**config.mk**
```make
export PLATFORM = sky130hd
export DESIGN_NAME = mmio_port_responder
export DESIGN_NICKNAME = d
export VERILOG_FILES = /design/src/rtl/mmio_port_responder.sv
export SDC_FILE = /design/constraint.sdc
export NUM_CORES = 1
export LEC_CHECK = 0
export ABC_AREA = 1
export ABC_CLOCK_PERIOD_IN_PS = 1900
export CAP_MARGIN = 15
export CORE_MARGIN = 2
export CORE_UTILIZATION = 38
export CTS_CLUSTER_SIZE = 20
export DETAILED_ROUTE_END_ITERATION = 8
export DONT_BUFFER_PORTS = 1
export GPL_ROUTABILITY_DRIVEN = 0
export GPL_TIMING_DRIVEN = 0
export SLEW_MARGIN = 25
export SYNTH_ARGS = -nofsm -noshare
export SYNTH_HDL_FRONTEND = slang
export SYNTH_SLANG_ARGS = --single-unit
```
**constraint.sdc**
```tcl
create_clock -name clk -period 1.9 [get_ports clk]
set_input_delay 0.38 -clock clk [delete_from_list [all_inputs] [get_ports clk]]
set_output_delay 0.38 -clock clk [all_outputs]
set_load 0.005 [all_outputs]
```
**src/rtl/mmio_port_responder.sv**
```systemverilog
// ============================================================================
// Module      : mmio_port_responder
// Description : Memory-mapped I/O port on the processor data bus: OUT/IN/EDGE/MASK
//               registers, 2-FF input synchronizer, W1C rising-edge status and a
//               one-cycle Ready handshake. Optional IRQ output when PORT_IRQ_EN is
//               defined.
// Revision    : 1.0 - initial release
// ============================================================================
`default_nettype none

module mmio_port_responder #(
    parameter logic [31:0] BASE_ADDR = 32'hFFFF_0000,
    parameter int          IN_WIDTH  = 8
) (
    input  logic                clk,
    input  logic                reset,
    input  logic [31:0]         Address,
    input  logic [31:0]         WriteData,
    input  logic                MemWrite,
    input  logic                MemRead,
    output logic [31:0]         ReadData,
    output logic                Ready,
    output logic                Hit,
    input  logic [IN_WIDTH-1:0] PortIn,
    output logic [31:0]         PortOut
`ifdef PORT_IRQ_EN
    ,
    output logic                IRQ
`endif
);

    localparam logic [0:0] c_idle = 1'b0;
    localparam logic [0:0] c_resp = 1'b1;

    localparam logic [1:0] c_sel_out  = 2'b00;
    localparam logic [1:0] c_sel_in   = 2'b01;
    localparam logic [1:0] c_sel_edge = 2'b10;
    localparam logic [1:0] c_sel_mask = 2'b11;

    logic [0:0]          r_state;
    logic [0:0]          w_next_state;
    logic [IN_WIDTH-1:0] r_sync1;
    logic [IN_WIDTH-1:0] r_sync2;
    logic [IN_WIDTH-1:0] r_prev;
    logic [IN_WIDTH-1:0] r_edge;
    logic [IN_WIDTH-1:0] r_mask;
    logic [31:0]         r_out;
    logic [31:0]         r_rdata;

    logic [1:0]          w_sel;
    logic                w_req;
    logic                w_acc;
    logic                w_wr;
    logic                w_rd;
    logic [IN_WIDTH-1:0] w_rise;
    logic [IN_WIDTH-1:0] w_clr;
    logic [31:0]         w_rmux;
    logic [1:0]          w_unused_addr;

    // Word accesses only: the byte offset carries no meaning here.
    assign w_unused_addr = Address[1:0];

    assign Hit    = (Address[31:4] == BASE_ADDR[31:4]);
    assign w_sel  = Address[3:2];
    assign w_req  = (MemRead | MemWrite) & Hit;
    assign w_acc  = (r_state == c_idle) & w_req;
    assign w_wr   = w_acc & MemWrite;
    assign w_rd   = w_acc & MemRead & ~MemWrite;
    assign w_rise = r_sync2 & ~r_prev;
    assign w_clr  = (w_wr && (w_sel == c_sel_edge)) ? WriteData[IN_WIDTH-1:0] : '0;

    always_ff @(posedge clk or negedge reset) begin
        if (!reset) begin
            r_state <= c_idle;
        end else begin
            r_state <= w_next_state;
        end
    end

    always_comb begin
        w_next_state = r_state;
        case (r_state)
            c_idle:  if (w_req) w_next_state = c_resp;
            c_resp:  w_next_state = c_idle;
            default: w_next_state = c_idle;
        endcase
    end

    always_comb begin
        Ready = 1'b0;
        if (r_state == c_resp) Ready = 1'b1;
    end

    always_comb begin
        w_rmux = 32'h0;
        case (w_sel)
            c_sel_out:  w_rmux = r_out;
            c_sel_in:   w_rmux = 32'(r_sync2);
            c_sel_edge: w_rmux = 32'(r_edge);
            c_sel_mask: w_rmux = 32'(r_mask);
            default:    w_rmux = 32'h0;
        endcase
    end

    always_ff @(posedge clk or negedge reset) begin
        if (!reset) begin
            r_sync1 <= '0;
            r_sync2 <= '0;
            r_prev  <= '0;
            r_edge  <= '0;
            r_mask  <= '0;
            r_out   <= 32'h0;
            r_rdata <= 32'h0;
        end else begin
            r_sync1 <= PortIn;
            r_sync2 <= r_sync1;
            r_prev  <= r_sync2;
            // Set has priority over a simultaneous W1C on the same bit.
            r_edge  <= (r_edge & ~w_clr) | (w_rise & r_mask);
            if (w_wr && (w_sel == c_sel_out))  r_out  <= WriteData;
            if (w_wr && (w_sel == c_sel_mask)) r_mask <= WriteData[IN_WIDTH-1:0];
            r_rdata <= w_rd ? w_rmux : 32'h0;
        end
    end

    assign ReadData = r_rdata;
    assign PortOut  = r_out;

`ifdef PORT_IRQ_EN
    logic r_irq;

    always_ff @(posedge clk or negedge reset) begin
        if (!reset) begin
            r_irq <= 1'b0;
        end else begin
            r_irq <= |r_edge;
        end
    end

    assign IRQ = r_irq;
`endif

endmodule

`default_nettype wire

```
After elaboration in Yosys (flattened, before gate mapping)
Cells that the tools add are included.
- equal/unequal tests: 4
- bitwise operators: 14
- reductions and logical operators: 4
- muxes and demuxes: 6
- operator list (cell ; number):
    $pmux 32 s4 ; 1
    $mux 32 ; 1
    $eq 28x28->1 const B ; 1
    $and 8x8->8 ; 3
    $not 8->8 ; 2
    $mux 8 ; 1
    $or 8x8->8 ; 1
    $and 1x1->1 ; 5
    $eq 2x2->1 const B ; 2
    $logic_and 1x1->1 ; 3
    $eq 2x1->1 const B ; 1
    $logic_not 2->1 ; 1
    $mux 1 ; 2
    $not 1->1 ; 2
    $pmux 1 s2 ; 1
    $or 1x1->1 ; 1
- register bits: 105
- word-level logic and storage cells: 36
- output and inout port bits: 66
- input bits: 76

Depth between registers and ports, before layout
Gate-level depths: netlist (run 1).
- depth in word-level cells: 9
- depth in mapped cells: 10
- depth with buffers taken out: 9

Worst setup path before layout (run 1)
No wires, ideal clock.
- kind: in2reg
- start point: input port Address[11]
- end point: register r_out[13] (netlist: PortOut[13])
- arrival: 1.371 ns
- slack: 0.399 ns
- setup time: 0.130 ns
- stages: 9
- required time: 1.770 ns
- cells stage by stage: nor2_1 -> nand2_1 -> nor2_1 -> nand2_1 -> nor3_2 -> nand3_2 -> clkbuf_1 -> nand2_1 -> o21ai_0
- word-level cells in the longest chain between the ends: 5
- RTL lines (what ; RTL line ; text):
    start: declaration ; 17 ; input logic [31:0] Address,
    $eq 28x28->1 ; 63 ; assign Hit = (Address[31:4] == BASE_ADDR[31:4]);
    $and 1x1->1 ; 65 ; assign w_req = (MemRead | MemWrite) & Hit;
    $and 1x1->1 ; 66 ; assign w_acc = (r_state == c_idle) & w_req;
    $and 1x1->1 ; 67 ; assign w_wr = w_acc & MemWrite;
    $logic_and 1x1->1 ; 120 ; if (w_wr && (w_sel == c_sel_out)) r_out <= WriteData;
    end signal: assignment ; 120 ;
    end: declaration ; 47 ; logic [31:0] r_out;
No other way between the ends.
A chain may end at the register's enable or synchronous reset.

Worst setup path in the final report (run 1)
- start point: register r_state
- end point: register r_rdata[2] (netlist: ReadData[2])
- word-level cells in the longest chain between the ends: 5
- RTL lines (what ; RTL line ; text):
    start: declaration ; 40 ; logic [0:0] r_state;
    start signal: assignment ; 74 ; r_state <= c_idle;
    start signal: assignment ; 76 ; r_state <= w_next_state;
    $not 1->1 ; n/a ;
    $and 1x1->1 ; 66 ;
    $and 1x1->1 (2 in a row) ; 68 ; assign w_rd = w_acc & MemRead & ~MemWrite;
    $mux 32 ; 122 ; r_rdata <= w_rd ? w_rmux : 32'h0;
    end signal: assignment ; 122 ;
    end: declaration ; 48 ; logic [31:0] r_rdata;
No other way between the ends.

==> impl_metrics.tcl, run 1 <==
set metrics [dict create \
    synth_most_common_cell "nand2_1" \
    grt_use_total 0.174 \
    drive_gt1_frac 0.0633 \
    cp-start-kind "flip-flop" \
    final-hold-violation-count 105 \
    power.static_leakage_uw 0.00204 \
    antennaDiodeCount 0 \
    synthMuxAreaShare 0 \
    hold_path_class "input port to asynchronous set/reset pin" \
    grt_max_degree 106 \
    fin_hold_ws_ps -301 \
    ff2ff_setup_slack_ps 150 \
    r2r_start "r_state$_DFF_PN0_" \
    synth-simple-area-share 0.200 \
    relSlewSlack 0.523 \
    synth_top_cell_by_area "dfrtp_1" \
    ant_nets 0 \
    drv_cap 0 \
    ctsLongestPathBuffers 2 \
    period_share 0.919 \
    die_x_um 105 \
    synth_compound_area_frac 0.0713 \
    clk_pin_slew_ps 100 \
    crit_arrival_ps 2030 \
    finalNetCount 482 \
    tightest_slew_ps 712 \
    vias 2630 \
    status "finished with violations" \
    overflow 0 \
    drc 0 \
    die-height_um 105 \
    area_growth_pct 10.0 \
    grt_pass1_vias 2704 \
    p_sw_uw 791 \
    synth_fa_ha_area_frac 0 \
    powerDensity_nw_per_um2 869 \
    wl_per_cell_um 16.9 \
    fillerInstances 974 \
    postPlaceCellArea_um2 4060 \
    cp-startpoint "r_state$_DFF_PN0_" \
    slowest_delay_ps 430 \
    ys.flop_type "dfrtp_1" \
    p_int_uw 2930 \
    cts_made_buffers 9 \
    dpl.hpwl_mm 6.23 \
    finalCriticalPeriod_ps 1750 \
    syn_area_um2 3890 \
    fin_area_um2 4290 \
    power_uw 3720 \
    synth_xor_area_frac 0 \
    ys_seq_area_frac 0.675 \
    placementRows 36 \
    async_flop_share 1.00 \
    report.final.setup_viol 0 \
    io_buffer_count 0 \
    antenna_found_initial 0 \
    clkPwrFrac 0.367 \
    slew_viol_final 0 \
    rsz0062_at_grt "no" \
    cts_tree "yes" \
    swShare 0.212 \
    clock.fmax_mhz 573 \
    clock-root-buffer "clkbuf_8" \
    initial_core_util 0.395 \
    synth.cells.most_frequent "118 x nand2_1, 105 x dfrtp_1, 47 x nor2_1, 40 x o21ai_0, 36 x inv_1" \
    core_region_area_um2 9860 \
    synth_cells 393 \
    cp_slowest_cell "dfrtp_1" \
    syn_avg_cell_area_um2 9.91 \
    irDropWorstVdd_uv 421 \
    path_class "flip-flop to flip-flop" \
    synthTopCellsByArea "dfrtp_1 67%, nand2_1 11%, o21ai_0 5.1%, nor2_1 4.5%, inv_1 3.5%" \
    ys_ff_latch 105 \
    routed_via_density 4.83 \
    drtPass1Iterations 4 \
    reg2reg_to "ReadData[2]$_DFF_PN0_" \
    cp_data_required_time_ps 2190 \
    synth.distinct_cells 17 \
    violations "hold timing" \
    ys_warn_count 0 \
    yosys.area.top_type_share 0.675 \
    path_cells "o21bai_1 > nor3_2 > buf_4 > nand3b_4 > buf_2 > nor2_1" \
    pwr-share-seq 0.610 \
    combPwrFrac 0.023 \
    critPathMaxFanout 10 \
    io_pins 142 \
    wl_mm 9.18 \
    insertion_delay_ps 370 \
    critPathCaptureType "flip-flop" \
    reg2reg_depth 6 \
    clock-skew-final_ps 9.90 \
    grt_pass1_wl_mm 14.6 \
    synth_top_family_by_area "simple AND/OR/NAND/NOR gates" \
    die-area_um2 11100 \
    drt_iter0_drc 203 \
    synth_nets 469 \
    cts.sinks 105 \
    cts_max_level 3 \
    synth_edf_count 0 \
    postCtsSetupRepairBufs 0 \
]
==> flip-flops by register name, indices dropped and copies added (netlist names) <==
name      flops
PortOut      32
ReadData     32
r_edge        8
r_mask        8
r_prev        8
r_state       1
r_sync1       8
r_sync2       8
==> critical path, delay by kind of cell, from the launching register on <==
family                 cells  cell delay (ps)
AO/OA/AOI/OAI              1              190
buffers and inverters      2              500
flip-flops                 1              430
AND/OR/NAND/NOR            3              560
==> kinds of logic (layout without fill, tap and decap cells) <==
kind of cell    Yosys count  in the layout
simple gates            186            186
flops                   105            105
buf+inv                  53             71
compound gates           49             49
==> area by class of cell <==
type | count | area (um^2) | share of cell area
Sequential cell | 105 | 2630 | 0.613
Multi-Input combinational cell | 235 | 1070 | 0.250
Tap cell | 133 | 166 | 0.0388
Clock buffer | 13 | 149 | 0.0347
Inverter | 37 | 139 | 0.0324
Buffer | 16 | 73.8 | 0.0172
Clock inverter | 3 | 40.0 | 0.00934
Timing Repair Buffer | 2 | 20.0 | 0.00467
==> power groups by stage <==
stage | Combinational (uW) | Sequential, uW | Clock [uW]
floorplan | 60.9 | 2310 | 0
global placement | 80.9 | 2310 | 0
detailed placement | 81.6 | 2310 | 0
CTS | 81.9 | 2270 | 1420
global route | 97.9 | 2270 | 1530
finish | 85.7 | 2270 | 1370
==> how the worst max path moves through the flow <==
stage / to / slack [ps] / cells past startpoint
2_1_floorplan: PortOut[13]$_DFFE_PN0P_ / 400 / 9
3_3_place_gp: PortOut[21]$_DFFE_PN0P_ / 10 / 9
3_5_place_dp: r_mask[3]$_DFFE_PN0P_ / -10 / 8
4_1_cts: r_mask[3]$_DFFE_PN0P_ / 60 / 5
5_1_grt: ReadData[2]$_DFF_PN0_ / 5 / 6
6_report: ReadData[2]$_DFF_PN0_ / 150 / 6
==> stage by stage <==
stage           util  TNS [ps]  std cells  setup WS, ps
2_1_floorplan      -         0        393           399
3_3_place_gp   0.412         0        526          10.5
3_5_place_dp   0.412     -32.0        526         -11.5
4_1_cts        0.431         0        542          59.7
5_1_grt        0.434         0        544          5.47
6_report       0.434         0        544           154
==> cells in the final DEF, fill, tap and decap left out <==
cell,n
nor2_1,47
nand3_2,1
nand3_1,1
dfrtp_1,105
nor3_2,1
nand3b_4,1
clkinv_1,1
bufinv_16,1
dlygate4sd3_1,2
buf_4,1
a221oi_1,8
nand4_1,8
clkbuf_8,10
inv_1,36
o21bai_1,1
clkinv_2,2
nand3_4,1
nand2_1,118
nand3b_1,8
clkbuf_2,2
o21ai_0,40
clkbuf_1,9
buf_1,1
buf_2,6
==> repair_timing <==
item	4_1_cts	5_1_grt
endpoints found under the setup margin	0	32
resized for setup	0	7
hold endpoints to repair	105	107
==> routing by layer <==
layer / up-vias / global-route usage / routed length (um)
li1: 1255 / - / -
met1: 1256 / 0.209 / 3750
met2: 108 / 0.281 / 4510
met3: 11 / 0.0563 / 728
met4: 0 / 0.0867 / 196
met5: - / 0 / 0
(Power assumes the default switching activity.)
==> run 2, diff against run 1 <==
--- a/config.mk
+++ b/config.mk
@@ -5,16 +5,15 @@
 export SDC_FILE = /design/constraint.sdc
 export NUM_CORES = 1
 export LEC_CHECK = 0
-export ABC_AREA = 1
 export ABC_CLOCK_PERIOD_IN_PS = 1900
 export CAP_MARGIN = 15
-export CORE_MARGIN = 2
 export CORE_UTILIZATION = 38
 export CTS_CLUSTER_SIZE = 20
 export DETAILED_ROUTE_END_ITERATION = 8
 export DONT_BUFFER_PORTS = 1
 export GPL_ROUTABILITY_DRIVEN = 0
 export GPL_TIMING_DRIVEN = 0
+export RECOVER_POWER = 50
 export SLEW_MARGIN = 25
 export SYNTH_ARGS = -nofsm -noshare
 export SYNTH_HDL_FRONTEND = slang
==> impl_metrics.tcl, run 2 <==
set metrics [dict create \
    wl_mm 8.86 \
    clock-skew-final_ps 11.8 \
    cts.sinks 105 \
    fillerInstances 871 \
    period_share 1.05 \
    synthTopCellsByArea "dfrtp_1 68%, mux2_2 11%, mux4_2 4.7%, and2_1 3.9%, o41ai_1 1.8%" \
    fin_hold_ws_ps -308 \
    syn_area_um2 3860 \
    dpl.hpwl_mm 5.38 \
    insertion_delay_ps 370 \
    synth_most_common_cell "dfrtp_1" \
    syn_avg_cell_area_um2 15.5 \
    finalCriticalPeriod_ps 2000 \
    irDropWorstVdd_uv 423 \
    drv_cap 0 \
    io_buffer_count 0 \
    cts_max_level 3 \
    path_cells "o21bai_4 > or4_4 > nor3_4 > buf_12 > buf_12 > mux2_2" \
    power.static_leakage_uw 0.00219 \
    tightest_slew_ps 639 \
    io_pins 142 \
    clock.fmax_mhz 501 \
    path_class "flip-flop to flip-flop" \
    synth.distinct_cells 25 \
    grt_pass1_wl_mm 12.2 \
    postPlaceCellArea_um2 4080 \
    area_growth_pct 21.6 \
    ys.flop_type "dfrtp_1" \
    cp_slowest_cell "or4_4" \
    relSlewSlack 0.573 \
    status "finished with violations" \
    grt_pass1_vias 2222 \
    synth_cells 248 \
    grt_use_total 0.160 \
    slew_viol_final 0 \
    critPathMaxFanout 6 \
    final-hold-violation-count 105 \
    cp-start-kind "flip-flop" \
    grt_max_degree 106 \
    clock-root-buffer "clkbuf_8" \
    yosys.area.top_type_share 0.681 \
    die-height_um 103 \
    overflow 0 \
    setup_ws_ps -96.7 \
    slowest_delay_ps 470 \
    hold_path_class "input port to asynchronous set/reset pin" \
    antennaDiodeCount 0 \
    crit_arrival_ps 2250 \
    powerDensity_nw_per_um2 780 \
    ctsLongestPathBuffers 2 \
    rsz0062_at_grt "yes" \
    ys_seq_area_frac 0.681 \
    tns_ps -2980 \
    cts_tree "yes" \
    critPathCaptureType "flip-flop" \
    synth_edf_count 0 \
    drt_iter0_drc 100 \
    fin_area_um2 4690 \
    finalNetCount 349 \
    fin_util 0.478 \
    synth.cells.most_frequent "105 x dfrtp_1, 38 x mux2_2, 24 x and2_1, 11 x nand2_1" \
    antenna_found_initial 0 \
    ys_ff_latch 105 \
    core_region_area_um2 9820 \
    routed_via_density 5.27 \
    placementRows 36 \
    final_cell_mix "105 x dfrtp_1, 38 x mux2_4, 24 x and2_1" \
    drc 0 \
    ant_nets 0 \
    async_flop_share 1.00 \
    vias 2161 \
    synth_top_cell_by_area "dfrtp_1" \
    cp_data_required_time_ps 2160 \
    final_common_cell "dfrtp_1" \
    report.final.setup_viol 40 \
    initial_core_util 0.393 \
    ys_warn_count 0 \
    clk_pin_slew_ps 100 \
    die_x_um 103 \
    cts_made_buffers 9 \
    wl_per_cell_um 21.6 \
    violations "hold timing, setup timing" \
    die-area_um2 10600 \
    cpMostUsedCell "buf_12" \
    drtPass1Iterations 4 \
    synth_nets 324 \
    drive_gt1_frac 0.361 \
]
-- run 2: metal layers --
layer  part of all wire  track usage  vias up
met5                  0            0        -
met4              0.014       0.0693        0
met3              0.072       0.0515        9
met2               0.49        0.251       99
met1               0.42        0.205     1125
li1                   -            -      928
-- run 2: through the flow --
stage / power [uW] / instances / setup WS, ps
2_1_floorplan: 2360 / 248 / -56.3
5_1_grt: 3800 / 410 / -167
3_3_place_gp: 2380 / 381 / -541
6_report: 3660 / 410 / -96.7
3_5_place_dp: 2380 / 381 / -590
4_1_cts: 3690 / 403 / -176
-- run 2: cells by family after synthesis --
logic type      Yosys count  share of synthesized area
compound gates           17                     0.0305
buf+inv                  10                     0.0152
flops                   105                      0.681
mux                      48                      0.164
simple gates             68                      0.109
-- run 2: where the power goes --
part           total (uW)  switching [uW]  internal, uW
combinational        72.2            35.2          37.0
clock                1320             774           542
sequential           2270            11.5          2260
total                3660             821          2840
-- run 2: what timing repair did --
action | in CTS | in global routing
hold endpoints to repair | 105 | 107
buffers inserted | 7 | 2
pin swaps | 9 | 5
endpoints found under the setup margin | 73 | 65
gates resized for setup | 41 | 33
cloned | 0 | 3
-- run 2: layout make-up --
type                       count  area, um^2  area share
buffer                        10         123      0.0261
clock buffer                  11         151      0.0323
clock inverter                 4        28.8     0.00613
multi-input combinational    133        1420       0.302
sequential                   105        2630       0.560
tap                          133         166      0.0355
timing repair buffer          14         176      0.0376
-- run 2: path summary, 6_finish.rpt --
| path | to | slack (ps) | start | cells after the start |
|---|---|---|---|---|
| max | PortOut[7]$_DFFE_PN0P_ | -100 | r_state$_DFF_PN0_ | 6 |
| min | r_edge[3]$_DFF_PN0_ | -310 | reset | 0 |
| max reg2reg | PortOut[7]$_DFFE_PN0P_ | -100 | r_state$_DFF_PN0_ | 6 |
| min reg2reg | r_sync2[6]$_DFF_PN0_ | 350 | r_sync1[6]$_DFF_PN0_ | 0 |
| max in group asynchronous | ReadData[14]$_DFF_PN0_ | 2080 | reset | 0 |
| min in group clk | r_sync1[7]$_DFF_PN0_ | 20 | PortIn[7] | 0 |
-- run 2: worst max-delay path, delay by kind of cell, from the launching register on --
kind	cells	cell delay, ps
simple gates	2	640
mux	1	320
compound gates	1	180
buf+inv	2	300
flops	1	420
==> run 3, diff against run 2 <==
--- a/config.mk
+++ b/config.mk
@@ -8,12 +8,14 @@
 export ABC_CLOCK_PERIOD_IN_PS = 1900
 export CAP_MARGIN = 15
 export CORE_UTILIZATION = 38
+export CTS_BUF_LIST = sky130_fd_sc_hd__clkbuf_8
 export CTS_CLUSTER_SIZE = 20
 export DETAILED_ROUTE_END_ITERATION = 8
 export DONT_BUFFER_PORTS = 1
 export GPL_ROUTABILITY_DRIVEN = 0
 export GPL_TIMING_DRIVEN = 0
-export RECOVER_POWER = 50
+export RECOVER_POWER = 100
+export SKIP_CTS_REPAIR_TIMING = 1
 export SLEW_MARGIN = 25
 export SYNTH_ARGS = -nofsm -noshare
 export SYNTH_HDL_FRONTEND = slang
==> impl_metrics.tcl, run 3 (synthesis results as in run 2) <==
set metrics [dict create \
    drv_cap 0 \
    dpl.hpwl_mm 5.38 \
    drt_iter0_drc 106 \
    powerDensity_nw_per_um2 787 \
    cp-startpoint "r_state$_DFF_PN0_" \
    crit_path_end "PortOut[25]$_DFFE_PN0P_" \
    setup_ws_ps -174 \
    io_pins 142 \
    rsz0062_at_grt "yes" \
    cp_data_required_time_ps 2160 \
    initial_core_util 0.393 \
    grt_use_total 0.155 \
    status "finished with violations" \
    cts_max_level 3 \
    relSlewSlack 0.571 \
    io_buffer_count 0 \
    final_cell_mix "105 x dfrtp_1, 23 x mux2_4, 21 x and2_1" \
    cts_tree "yes" \
    hold_path_class "input port to asynchronous set/reset pin" \
    fin_hold_ws_ps -301 \
    power_uw 3660 \
    core_region_area_um2 9820 \
    cts_made_buffers 9 \
    finalNetCount 348 \
    drive_gt1_frac 0.370 \
    report.final.setup_viol 54 \
    slowest_delay_ps 470 \
    cp-start-kind "flip-flop" \
    irDropWorstVdd_uv 421 \
    grt_max_degree 106 \
    antenna_found_initial 0 \
    insertion_delay_ps 370 \
    grt_pass1_wl_mm 11.8 \
    ff2ff_setup_slack_ps -170 \
    violations "hold timing, setup timing" \
    drtPass1Iterations 4 \
    drc 0 \
    clock-skew-final_ps 7.86 \
    placementRows 36 \
    path_class "flip-flop to flip-flop" \
    clock.fmax_mhz 482 \
    grt_pass1_vias 2119 \
    fin_util 0.473 \
    die_x_um 103 \
    ctsLongestPathBuffers 2 \
    die-height_um 103 \
    register_area_um2 2630 \
    wl_mm 8.58 \
    finalCriticalPeriod_ps 2070 \
    routed_via_density 5.31 \
    slew_viol_final 0 \
    period_share 1.09 \
    path_cells "o21bai_4 > or4_4 > nor3_4 > buf_6 > buf_8 > mux2_4" \
    overflow 0 \
    clock-root-buffer "clkbuf_8" \
    multi_input_area_um2 1410 \
    tightest_slew_ps 642 \
    antennaDiodeCount 0 \
    ant_nets 0 \
    cts.sinks 105 \
    clk_pin_slew_ps 100 \
    die-area_um2 10600 \
    critPathMaxFanout 10 \
    area_growth_pct 20.4 \
    wl_per_cell_um 21.0 \
    crit_arrival_ps 2330 \
    cp_slowest_cell "or4_4" \
    fillerInstances 889 \
    critPathCaptureType "flip-flop" \
    final-hold-violation-count 105 \
    r2r_start "r_state$_DFF_PN0_" \
    final_common_cell "dfrtp_1" \
    vias 2173 \
    power.static_leakage_uw 0.00226 \
    reg2reg_to "PortOut[25]$_DFFE_PN0P_" \
    reg2reg_depth 6 \
]
[run 3: cell count changes in the layout (fill, tap and decap cells not counted)]
cell,delta
and2_4,+3
buf_12,-2
buf_8,+1
buf_4,+1
and2_1,-3
mux2_4,-15
clkbuf_16,-1
mux2_2,+15
o41ai_2,-4
o41ai_4,+4
[run 3: worst min-delay path by stage]
stage           from                endpoint  cells past startpoint
6_report       reset    r_sync1[5]$_DFF_PN0_                      0
3_5_place_dp   reset    r_sync2[4]$_DFF_PN0_                      0
2_1_floorplan  reset  PortOut[0]$_DFFE_PN0P_                      0
5_1_grt        reset   r_mask[4]$_DFFE_PN0P_                      0
3_3_place_gp   reset    r_sync1[3]$_DFF_PN0_                      0
4_1_cts        reset    r_sync1[0]$_DFF_PN0_                      0
[run 3: power breakdown]
group	internal [uW]	switching, uW
sequential	2260	11.5
clock	542	769
combinational	36.5	38.0
[run 3: critical path, delay by kind of cell (launching register included)]
family / cells / cell delay [ps]
buffers and inverters: 2 / 320
and+or+nand+nor: 2 / 720
DFF: 1 / 420
muxes: 1 / 310
AOI/OAI and AO/OA: 1 / 190
[run 3: metrics by stage]
| step | cell area, um^2 | TNS, ps | instances | hold WS [ps] | setup slack (ps) |
|---|---|---|---|---|---|
| final | 4640 | -7050 | 409 | -301 | -174 |
| after floorplan | 3910 | -1240 | 248 | 84.4 | -56.3 |
| after global placement | 4080 | -26840 | 381 | 87.0 | -541 |
| after detailed placement | 4080 | -31590 | 381 | 86.6 | -590 |
| after CTS | 4260 | -21570 | 396 | -327 | -517 |
| after global routing | 4640 | -10220 | 409 | -331 | -220 |
[run 3: area by class of cell]
type,instances,share of cell area
Multi-Input combinational cell,133,0.304
Clock inverter,4,0.00620
Sequential cell,105,0.566
Clock buffer,11,0.0326
Tap cell,133,0.0358
Timing Repair Buffer,14,0.0334
Buffer,9,0.0218
[run 3: metal layers]
metal	track usage	share of wire
met5	0	0
met4	0.0704	0.017
met3	0.0508	0.068
met2	0.241	0.50
met1	0.198	0.41
